**src/rtl/sr_reg_pkg.sv**
```systemverilog
// -----------------------------------------------------------------------------
// sr_reg_pkg
// Shared encodings for the sr_reg_file register bank.
//   op_e    : write-port operation codes (LOAD / SET / CLR / TGL)
//   state_e : clear-all sequencer states (IDLE / CLEARING)
// -----------------------------------------------------------------------------
package sr_reg_pkg;

   typedef enum logic [1:0] {
      OP_LOAD = 2'b00,   // reg <= wdata
      OP_SET  = 2'b01,   // reg <= reg | wdata
      OP_CLR  = 2'b10,   // reg <= reg & ~wdata
      OP_TGL  = 2'b11    // reg <= reg ^ wdata
   } op_e;

   typedef enum logic {
      ST_IDLE     = 1'b0,
      ST_CLEARING = 1'b1
   } state_e;

endpackage

```
**src/rtl/sr_reg_file_if.sv**
```systemverilog
// -----------------------------------------------------------------------------
// sr_reg_file_if
// Bus bundle between the instruction decoder / ALU operand muxes and the
// register bank.
//   Parameters : WIDTH (bits per register), DEPTH (number of registers)
//   master     : drives we, op, waddr, wdata, raddr_a, raddr_b, clr_all;
//                receives rdata_a, rdata_b, busy
//   slave      : the register bank (mirror directions)
// -----------------------------------------------------------------------------
interface sr_reg_file_if #(
   parameter int WIDTH = 4,
   parameter int DEPTH = 4
);
   localparam int AW = (DEPTH > 1) ? $clog2(DEPTH) : 1;

   logic             we;
   logic [1:0]       op;
   logic [AW-1:0]    waddr;
   logic [WIDTH-1:0] wdata;
   logic [AW-1:0]    raddr_a;
   logic [AW-1:0]    raddr_b;
   logic [WIDTH-1:0] rdata_a;
   logic [WIDTH-1:0] rdata_b;
   logic             clr_all;
   logic             busy;

   modport master (
      output we, op, waddr, wdata, raddr_a, raddr_b, clr_all,
      input  rdata_a, rdata_b, busy
   );

   modport slave (
      input  we, op, waddr, wdata, raddr_a, raddr_b, clr_all,
      output rdata_a, rdata_b, busy
   );

endinterface

```
**src/rtl/sr_reg_cell.sv**
```systemverilog
// -----------------------------------------------------------------------------
// sr_reg_cell
// One WIDTH-bit storage word with bitwise set/clear/toggle/load decode.
//   clk     : rising-edge clock
//   rst     : asynchronous active-high reset (word -> 0)
//   i_we    : write enable for this word (already qualified by the top)
//   i_op    : operation code (sr_reg_pkg::op_e values)
//   i_wdata : load data / bit mask
//   i_clr   : synchronous clear, wins over i_we
//   o_q     : current stored value
//   o_next  : value the word will hold after the next edge (used for
//             write-through reads)
// -----------------------------------------------------------------------------
module sr_reg_cell
   import sr_reg_pkg::*;
#(
   parameter int WIDTH = 4
) (
   input  logic             clk,
   input  logic             rst,
   input  logic             i_we,
   input  logic [1:0]       i_op,
   input  logic [WIDTH-1:0] i_wdata,
   input  logic             i_clr,
   output logic [WIDTH-1:0] o_q,
   output logic [WIDTH-1:0] o_next
);

   logic [WIDTH-1:0] r_q;
   logic [WIDTH-1:0] w_op_result;

   always_comb begin
      w_op_result = r_q;
      case (i_op)
         OP_LOAD: w_op_result = i_wdata;
         OP_SET:  w_op_result = r_q | i_wdata;
         OP_CLR:  w_op_result = r_q & ~i_wdata;
         OP_TGL:  w_op_result = r_q ^ i_wdata;
         default: w_op_result = r_q;
      endcase
   end

   always_comb begin
      if (i_clr) begin
         o_next = '0;
      end else if (i_we) begin
         o_next = w_op_result;
      end else begin
         o_next = r_q;
      end
   end

   always_ff @(posedge clk or posedge rst) begin
      if (rst) begin
         r_q <= '0;
      end else begin
         r_q <= o_next;
      end
   end

   assign o_q = r_q;

endmodule

```
**src/rtl/sr_reg_file.sv**
```systemverilog
// -----------------------------------------------------------------------------
// sr_reg_file
// Clocked multi-word SR-style register bank: one write port with bitwise
// LOAD/SET/CLR/TGL, two registered read ports and a sequenced clear-all.
//   clk : rising-edge clock
//   rst : asynchronous active-high reset (regs, read data, sequencer -> 0)
//   bus : sr_reg_file_if.slave
//         we/op/waddr/wdata     write port
//         raddr_a/raddr_b       read addresses
//         rdata_a/rdata_b       registered read data (1-cycle latency)
//         clr_all               one-cycle request to zero all registers
//         busy                  high while the clear sequence runs
// Build option:
//   SR_REG_FILE_BYPASS_EN  defined   -> reads return the value a register
//                                       will hold after this edge (write or
//                                       sequenced clear is visible at once)
//                          undefined -> reads return the pre-edge value
// -----------------------------------------------------------------------------
module sr_reg_file
   import sr_reg_pkg::*;
#(
   parameter int WIDTH = 4,
   parameter int DEPTH = 4
) (
   input  logic         clk,
   input  logic         rst,
   sr_reg_file_if.slave bus
);

   localparam int            AW       = (DEPTH > 1) ? $clog2(DEPTH) : 1;
   localparam logic [AW-1:0] LAST_IDX = AW'(DEPTH - 1);

`ifdef SR_REG_FILE_BYPASS_EN
   localparam bit BYPASS = 1'b1;
`else
   localparam bit BYPASS = 1'b0;
`endif

   state_e           r_state;
   state_e           w_state_next;
   logic [AW-1:0]    r_index;
   logic [AW-1:0]    w_index_next;
   logic             w_busy;
   logic             w_clr_accept;
   logic             w_wr_ok;

   logic [WIDTH-1:0] w_q      [DEPTH];
   logic [WIDTH-1:0] w_next   [DEPTH];
   logic [WIDTH-1:0] w_rd_src [DEPTH];
   logic [DEPTH-1:0] w_cell_we;
   logic [DEPTH-1:0] w_cell_clr;

   logic [WIDTH-1:0] r_rdata_a;
   logic [WIDTH-1:0] r_rdata_b;

   // ---------------------------------------------------------------- clear FSM
   assign w_busy       = (r_state == ST_CLEARING);
   assign w_clr_accept = (r_state == ST_IDLE) && bus.clr_all;
   // A write is dropped while clearing and on the cycle the clear is taken,
   // so a register never sees a write and a sequenced clear together.
   assign w_wr_ok      = bus.we && !w_busy && !w_clr_accept;

   always_ff @(posedge clk or posedge rst) begin
      if (rst) begin
         r_state <= ST_IDLE;
         r_index <= '0;
      end else begin
         r_state <= w_state_next;
         r_index <= w_index_next;
      end
   end

   always_comb begin
      w_state_next = r_state;
      w_index_next = r_index;
      case (r_state)
         ST_IDLE: begin
            if (bus.clr_all) begin
               w_state_next = ST_CLEARING;
               w_index_next = '0;
            end
         end
         ST_CLEARING: begin
            // Exit after the last word rather than letting the index wrap.
            if (r_index == LAST_IDX) begin
               w_state_next = ST_IDLE;
               w_index_next = '0;
            end else begin
               w_index_next = r_index + 1'b1;
            end
         end
         default: begin
            w_state_next = ST_IDLE;
            w_index_next = '0;
         end
      endcase
   end

   // ---------------------------------------------------------------- storage
   generate
      for (genvar gi = 0; gi < DEPTH; gi++) begin : g_cell
         assign w_cell_we[gi]  = w_wr_ok && (bus.waddr == AW'(gi));
         assign w_cell_clr[gi] = w_busy && (r_index == AW'(gi));

         sr_reg_cell #(
            .WIDTH (WIDTH)
         ) u_cell (
            .clk     (clk),
            .rst     (rst),
            .i_we    (w_cell_we[gi]),
            .i_op    (bus.op),
            .i_wdata (bus.wdata),
            .i_clr   (w_cell_clr[gi]),
            .o_q     (w_q[gi]),
            .o_next  (w_next[gi])
         );

         // Write-through reads take the cell's post-edge value, which already
         // folds in both the write and the sequenced clear.
         assign w_rd_src[gi] = BYPASS ? w_next[gi] : w_q[gi];
      end
   endgenerate

   // ---------------------------------------------------------------- read ports
   always_ff @(posedge clk or posedge rst) begin
      if (rst) begin
         r_rdata_a <= '0;
         r_rdata_b <= '0;
      end else begin
         r_rdata_a <= w_rd_src[bus.raddr_a];
         r_rdata_b <= w_rd_src[bus.raddr_b];
      end
   end

   assign bus.rdata_a = r_rdata_a;
   assign bus.rdata_b = r_rdata_b;
   assign bus.busy    = w_busy;

endmodule

```
**src/flat_wrapper.sv**
```systemverilog
// flat-port wrapper written by rule: the top's interface ports become plain ports
module sr_reg_file_flat import sr_reg_pkg::*;
#(
   parameter int WIDTH = 4,
   parameter int DEPTH = 4
)
  (clk, rst, bus_we, bus_op, bus_waddr, bus_wdata, bus_raddr_a, bus_raddr_b, bus_clr_all, bus_rdata_a, bus_rdata_b, bus_busy);
  sr_reg_file_if #(.WIDTH(WIDTH), .DEPTH(DEPTH)) bus_i ();
  input  logic clk;
  input  logic rst;
  input wire logic [$bits(bus_i.we)-1:0] bus_we;
  input wire logic [$bits(bus_i.op)-1:0] bus_op;
  input wire logic [$bits(bus_i.waddr)-1:0] bus_waddr;
  input wire logic [$bits(bus_i.wdata)-1:0] bus_wdata;
  input wire logic [$bits(bus_i.raddr_a)-1:0] bus_raddr_a;
  input wire logic [$bits(bus_i.raddr_b)-1:0] bus_raddr_b;
  input wire logic [$bits(bus_i.clr_all)-1:0] bus_clr_all;
  output wire logic [$bits(bus_i.rdata_a)-1:0] bus_rdata_a;
  output wire logic [$bits(bus_i.rdata_b)-1:0] bus_rdata_b;
  output wire logic [$bits(bus_i.busy)-1:0] bus_busy;
  assign bus_i.we = bus_we;
  assign bus_i.op = bus_op;
  assign bus_i.waddr = bus_waddr;
  assign bus_i.wdata = bus_wdata;
  assign bus_i.raddr_a = bus_raddr_a;
  assign bus_i.raddr_b = bus_raddr_b;
  assign bus_i.clr_all = bus_clr_all;
  assign bus_rdata_a = bus_i.rdata_a;
  assign bus_rdata_b = bus_i.rdata_b;
  assign bus_busy = bus_i.busy;
  sr_reg_file #(.WIDTH(WIDTH), .DEPTH(DEPTH)) u_core (.clk(clk), .rst(rst), .bus(bus_i));
endmodule
```
**config.mk**
```make
export PLATFORM = sky130hd
export DESIGN_NAME = sr_reg_file_flat
export DESIGN_NICKNAME = d
export VERILOG_FILES = /design/src/rtl/sr_reg_pkg.sv /design/src/rtl/sr_reg_file_if.sv /design/src/rtl/sr_reg_cell.sv /design/src/rtl/sr_reg_file.sv /design/src/flat_wrapper.sv
export SDC_FILE = /design/constraint.sdc
export NUM_CORES = 1
export LEC_CHECK = 0
export BUFFER_PORTS_ARGS = -buffer_cell sky130_fd_sc_hd__buf_2
export CORE_UTILIZATION = 60
export DETAILED_ROUTE_END_ITERATION = 8
export GPL_TIMING_DRIVEN = 0
export HOLD_SLACK_MARGIN = 0.15
export PLACE_DENSITY_LB_ADDON = 0.1
export SKIP_CTS_REPAIR_TIMING = 1
export SLEW_MARGIN = 10
export SYNTH_ARGS = -nofsm -noshare
export SYNTH_HDL_FRONTEND = slang
export SYNTH_SLANG_ARGS = --single-unit
```
**constraint.sdc**
```tcl
create_clock -name clk -period 2.35 [get_ports clk]
set_input_delay 0.47 -clock clk [delete_from_list [all_inputs] [get_ports clk]]
set_output_delay 0.47 -clock clk [all_outputs]
set_load 0.005 [all_outputs]
```
# Word-level counts from Yosys, hierarchy flattened
# Cells that the tools add are included.
# W data, S select, Z words.
# classes
add_sub_neg,1
mul,0
div_mod_pow,0
magnitude_cmp,2
eq_ne,10
n_shift,0
mux,24
bitwise_logic,16
n_reduce_logical,20
# ops
operator,n
$pmux W4 S4,4
$mux W4,12
$and A4 B4 Y4,4
$bmux W4 S2,2
$or A4 B4 Y4,4
$xor A4 B4 Y4,4
$eq A2 B2 Y1 const B,6
$logic_and A1 B1 Y1,11
$reduce_bool A2 Y1,4
$eq A2 B1 Y1 const B,3
$ge A3 B3 Y1 const B,2
$logic_not A2 Y1,3
$not A2 Y3,2
$mux W2,2
$not A4 Y4,1
$pmux W2 S2,1
$add A2 B1 Y2 const B,1
$logic_not A1 Y1,2
$mux W1,2
$ne A2 B2 Y1 const B,1
$pmux W1 S2,1
$not A1 Y1,1
# word_totals
reg_bits,27
latch_bits,0
ram_bits,0
rom_bits,0
in_bits,16
output_inout_bits,9
word_cells,81
n_memories,0

# Longest topological paths before layout
# logic_depth
depth_word,7
mapped_depth,5
depth_no_buf,5

# Cells and area by module
# Synthesis repeated with hierarchy kept, for this count alone.
# unflattened
cells_unflattened,220
area_unflattened_um2,2413.6
# by_module_without_submodules
mod,instances,cells_each,area_each_um2,seq_area_each_um2
sr_reg_cell,4,44,439.2,100.1
sr_reg_file,1,44,656.9,275.3

# Least setup slack after synthesis
# No wires, ideal clock.
# synth_path
path_kind,input to register
from,in bus_wdata[2]
to,reg u_core.g_cell[2].u_cell.r_q[2]
setup_time_ps,125
arrival_time_ps,1597
required_ps,2225
slack_ps,628
path_stages,4
n_path_buf,0
path_cell_list,inv_1 ha_1 mux4_1 mux2_2
# synth_via
elab_chain_len,5
elab_cells_between_ends,7
classes_between,mux (3); bitwise (4)
# synth_rtl
element,line,source
start: declaration,flat_wrapper.sv:14,input wire logic [$bits(bus_i.wdata)-1:0] bus_wdata;
$not A4 Y4,sr_reg_cell.sv:37,OP_CLR: w_op_result = r_q & ~i_wdata;
$and A4 B4 Y4,sr_reg_cell.sv:37,
$pmux W4 S4 *,sr_reg_cell.sv:34,case (i_op)
$mux W4 *,sr_reg_cell.sv:46,end else if (i_we) begin
$mux W4 *,sr_reg_cell.sv:44,if (i_clr) begin
end signal: assignment,sr_reg_cell.sv:57,r_q <= o_next;
end: declaration,sr_reg_cell.sv:29,logic [WIDTH-1:0] r_q;
# Mark *: on every way between the ends. The rest lies on a longest branch, timed or not. The select of a mux whose other input is x is not followed.
# A chain may end at the register's enable or synchronous reset.

# Worst setup path after layout
# layout_path
from,in bus_wdata[1]
to,reg u_core.g_cell[2].u_cell.r_q[1]
# The elaborated chain is that of the path after synthesis.

==> flow_summary.toml <==
[timing]
slew_viol_final = 0
slew-limit-headroom = 0.292
fmax_ghz = 0.587
skew_ns = 0.00641
period_minus_slack_ns = 1.70
hold_violations = 0
tns_ns = 0
worstMarginPinSlew_ns = 1.06
period_share = 0.725
setup_viol = 0
rsz0062_at_grt = "no"

[global_routing]
grt_max_degree = 28
grt_util_all_layers = 0.289
antenna_found_initial = 0
grt_pass1_vias = 1628
overflow = 0
grt_pass1_wl_um = 8350

[routing]
antenna_left = 0
post_drt_wl_per_cell_um = 20.2
dr.pass1.iters = 6
dr.first_iter.drc_count = 73
drc = 0
vias = 1538
wl_um = 5020
via_per_inst = 6.18

[pwr]
power_mw = 1.73
p_leak_nw = 1.28
p_per_area_mw_per_mm2 = 707
vdd_drop_max_uv = 406

[synth]
syn_avg_cell_area_um2 = 12.6
yosys.cell_types.count = 19
synthesis.area_mm2 = 0.00223
synth_nets = 229
synth-seq-cells = 27
ys_seq_area_frac = 0.303
synth.area.top_cells = "dfrtp_1 (30%), ha_1 (20%), mux4_2 (15%)"
yosys.area.top_type = "dfrtp_1"
synth_top_area_share = 0.303
yosysWarningCount = 0
syn-instance-count = 177

[worst_setup_path]
path_class = "input port to flip-flop"
rr_worst_depth = 4
path_buf_inv = 2
cp_max_fo = 8
timing.rr.end = "u_core.g_cell[3].u_cell.o_q[0]"
required_ns = 2.51
crit_family = "multiplexers"
cp-start-kind = "input port"
crit_chain = "buf_2, inv_1, ha_1, mux4_2, mux2_2"
cp.arrival_ns = 1.87
end_kind = "flip-flop"
reg2reg_slack_ns = 0.72
reg2reg_from = "u_core.g_cell[3].u_cell.o_q[0]"
cpPeakStageDelay_ns = 0.47
slowest_stage = "mux4_2"

[cells_and_area]
drive_above_1_share = 0.296
fin_nets = 256
fin_util = 0.710
area_growth_pct = 9.54
antenna_cells = 0

[clock_tree]
cts-root-buf = "clkbuf_8"
htreeDepth = 1
cts_inserted_buffers = 3
cts.clk_slew.worst_paths_ns = 0.10
clock_sinks = 27
tritoncts = "yes"
insertion_delay_ns = 0.27
cts.path.max_buffers = 2

[placement]
routabilityCongestion = 0.764
place_hpwl_um = 3650
port_buffers = 22

[die]
die_area_mm2 = 0.00396
io_pins = 25
die_h_um = 63.0
initial_core_util = 0.648
num_rows = 21
die_x_um = 63.0
coreArea_mm2 = 0.00344

[hold_path]
worstHoldStart = "bus_clr_all"
min_to = "u_core.r_index[1]"
hold_path_class = "input port to flip-flop"
hold_depth = 2

[job]
max_cap_viol_count = 0

[run_status]
status = "completed"
[final cells by class]
type	instances	area, um2
buffer	6	48.8
clock buffer	4	45.0
fill	284	1000
inverter	40	150
multi-input combinational	104	1360
sequential	27	676
tap	46	57.6
timing repair buffer	22	110
[where the power goes]
part	switching, mW	internal [mW]	leakage [nW]
combinational	0.391	0.354	0.891
sequential	0.120	0.594	0.366
clock	0.147	0.122	0.0228
total	0.657	1.07	1.28
[state kept, by name, indices dropped and copies added, names as in the netlist]
name and count:
u_core.bus.busy 1, u_core.bus.rdata_a 4, u_core.bus.rdata_b 4, u_core.g_cell.u_cell.o_q 16, u_core.r_index 2
[layout by cell type (no fill, tap or decap)]
cell type / n
clkbuf_1: 3
buf_6: 1
and4b_1: 1
clkbuf_8: 3
o31ai_1: 1
dfrtp_1: 27
mux4_1: 9
a21oi_1: 16
nand2b_1: 2
mux4_2: 15
ha_1: 36
o21ai_0: 2
nor4b_1: 1
nor2_1: 1
mux2_2: 16
nand2_1: 3
buf_2: 24
inv_1: 40
buf_12: 1
nand4_1: 1
[layer usage]
| layer | track usage | vias to the layer above | wire [um] |
|---|---|---|---|
| li1 | - | 683 | - |
| met1 | 0.392 | 779 | 2060 |
| met2 | 0.478 | 64 | 2500 |
| met3 | 0.0292 | 12 | 293 |
| met4 | 0.108 | 0 | 165 |
| met5 | 0 | - | 0 |
[cells in the mapped netlist]
master and n:
o31ai_1 1, mux4_1 9, mux4_2 15, clkbuf_1 2, ha_1 36, nand4_1 1, nor4b_1 1, buf_12 1
buf_2 2, buf_6 1, nand2b_1 2, and4b_1 1, nor2_1 1, o21ai_0 2, dfrtp_1 27, inv_1 40
mux2_2 16, a21oi_1 16, nand2_1 3
[through the flow]
stage | cells | hold WS [ns] | cell area [um2] | worst slack (ns)
2_1_floorplan | 177 | 0.511 | 2230 | 0.628
3_3_place_gp | 245 | 0.543 | 2400 | 0.405
3_5_place_dp | 245 | 0.584 | 2400 | 0.354
4_1_cts | 249 | 0.417 | 2440 | 0.653
5_1_grt | 249 | 0.415 | 2440 | 0.593
6_report | 249 | 0.423 | 2440 | 0.646
[how the worst max path moves through the flow]
stage / depth (start not counted) / to / from / slack, ns
5_1_grt: 5 / u_core.g_cell[2].u_cell.o_q[1] / bus_wdata[1] / 0.59
3_5_place_dp: 5 / u_core.g_cell[3].u_cell.o_q[3] / bus_wdata[3] / 0.35
3_3_place_gp: 5 / u_core.g_cell[0].u_cell.o_q[1] / bus_wdata[1] / 0.41
4_1_cts: 5 / u_core.g_cell[3].u_cell.o_q[3] / bus_wdata[3] / 0.65
2_1_floorplan: 4 / u_core.g_cell[2].u_cell.o_q[2] / bus_wdata[2] / 0.63
6_report: 5 / u_core.g_cell[2].u_cell.o_q[1] / bus_wdata[1] / 0.65
[logic make-up (layout without fill, tap and decap cells)]
| family | count (synthesis) | in the layout | synth area share |
|---|---|---|---|
| buffers and inverters | 46 | 72 | 0.0892 |
| multiplexers | 40 | 40 | 0.338 |
| adder cells (fa/ha/maj) | 36 | 36 | 0.202 |
| flip-flops | 27 | 27 | 0.303 |
| AO/OA/AOI/OAI | 19 | 19 | 0.0438 |
| AND/OR/NAND/NOR | 9 | 9 | 0.0236 |
Power figures use the tool's default switching activity.
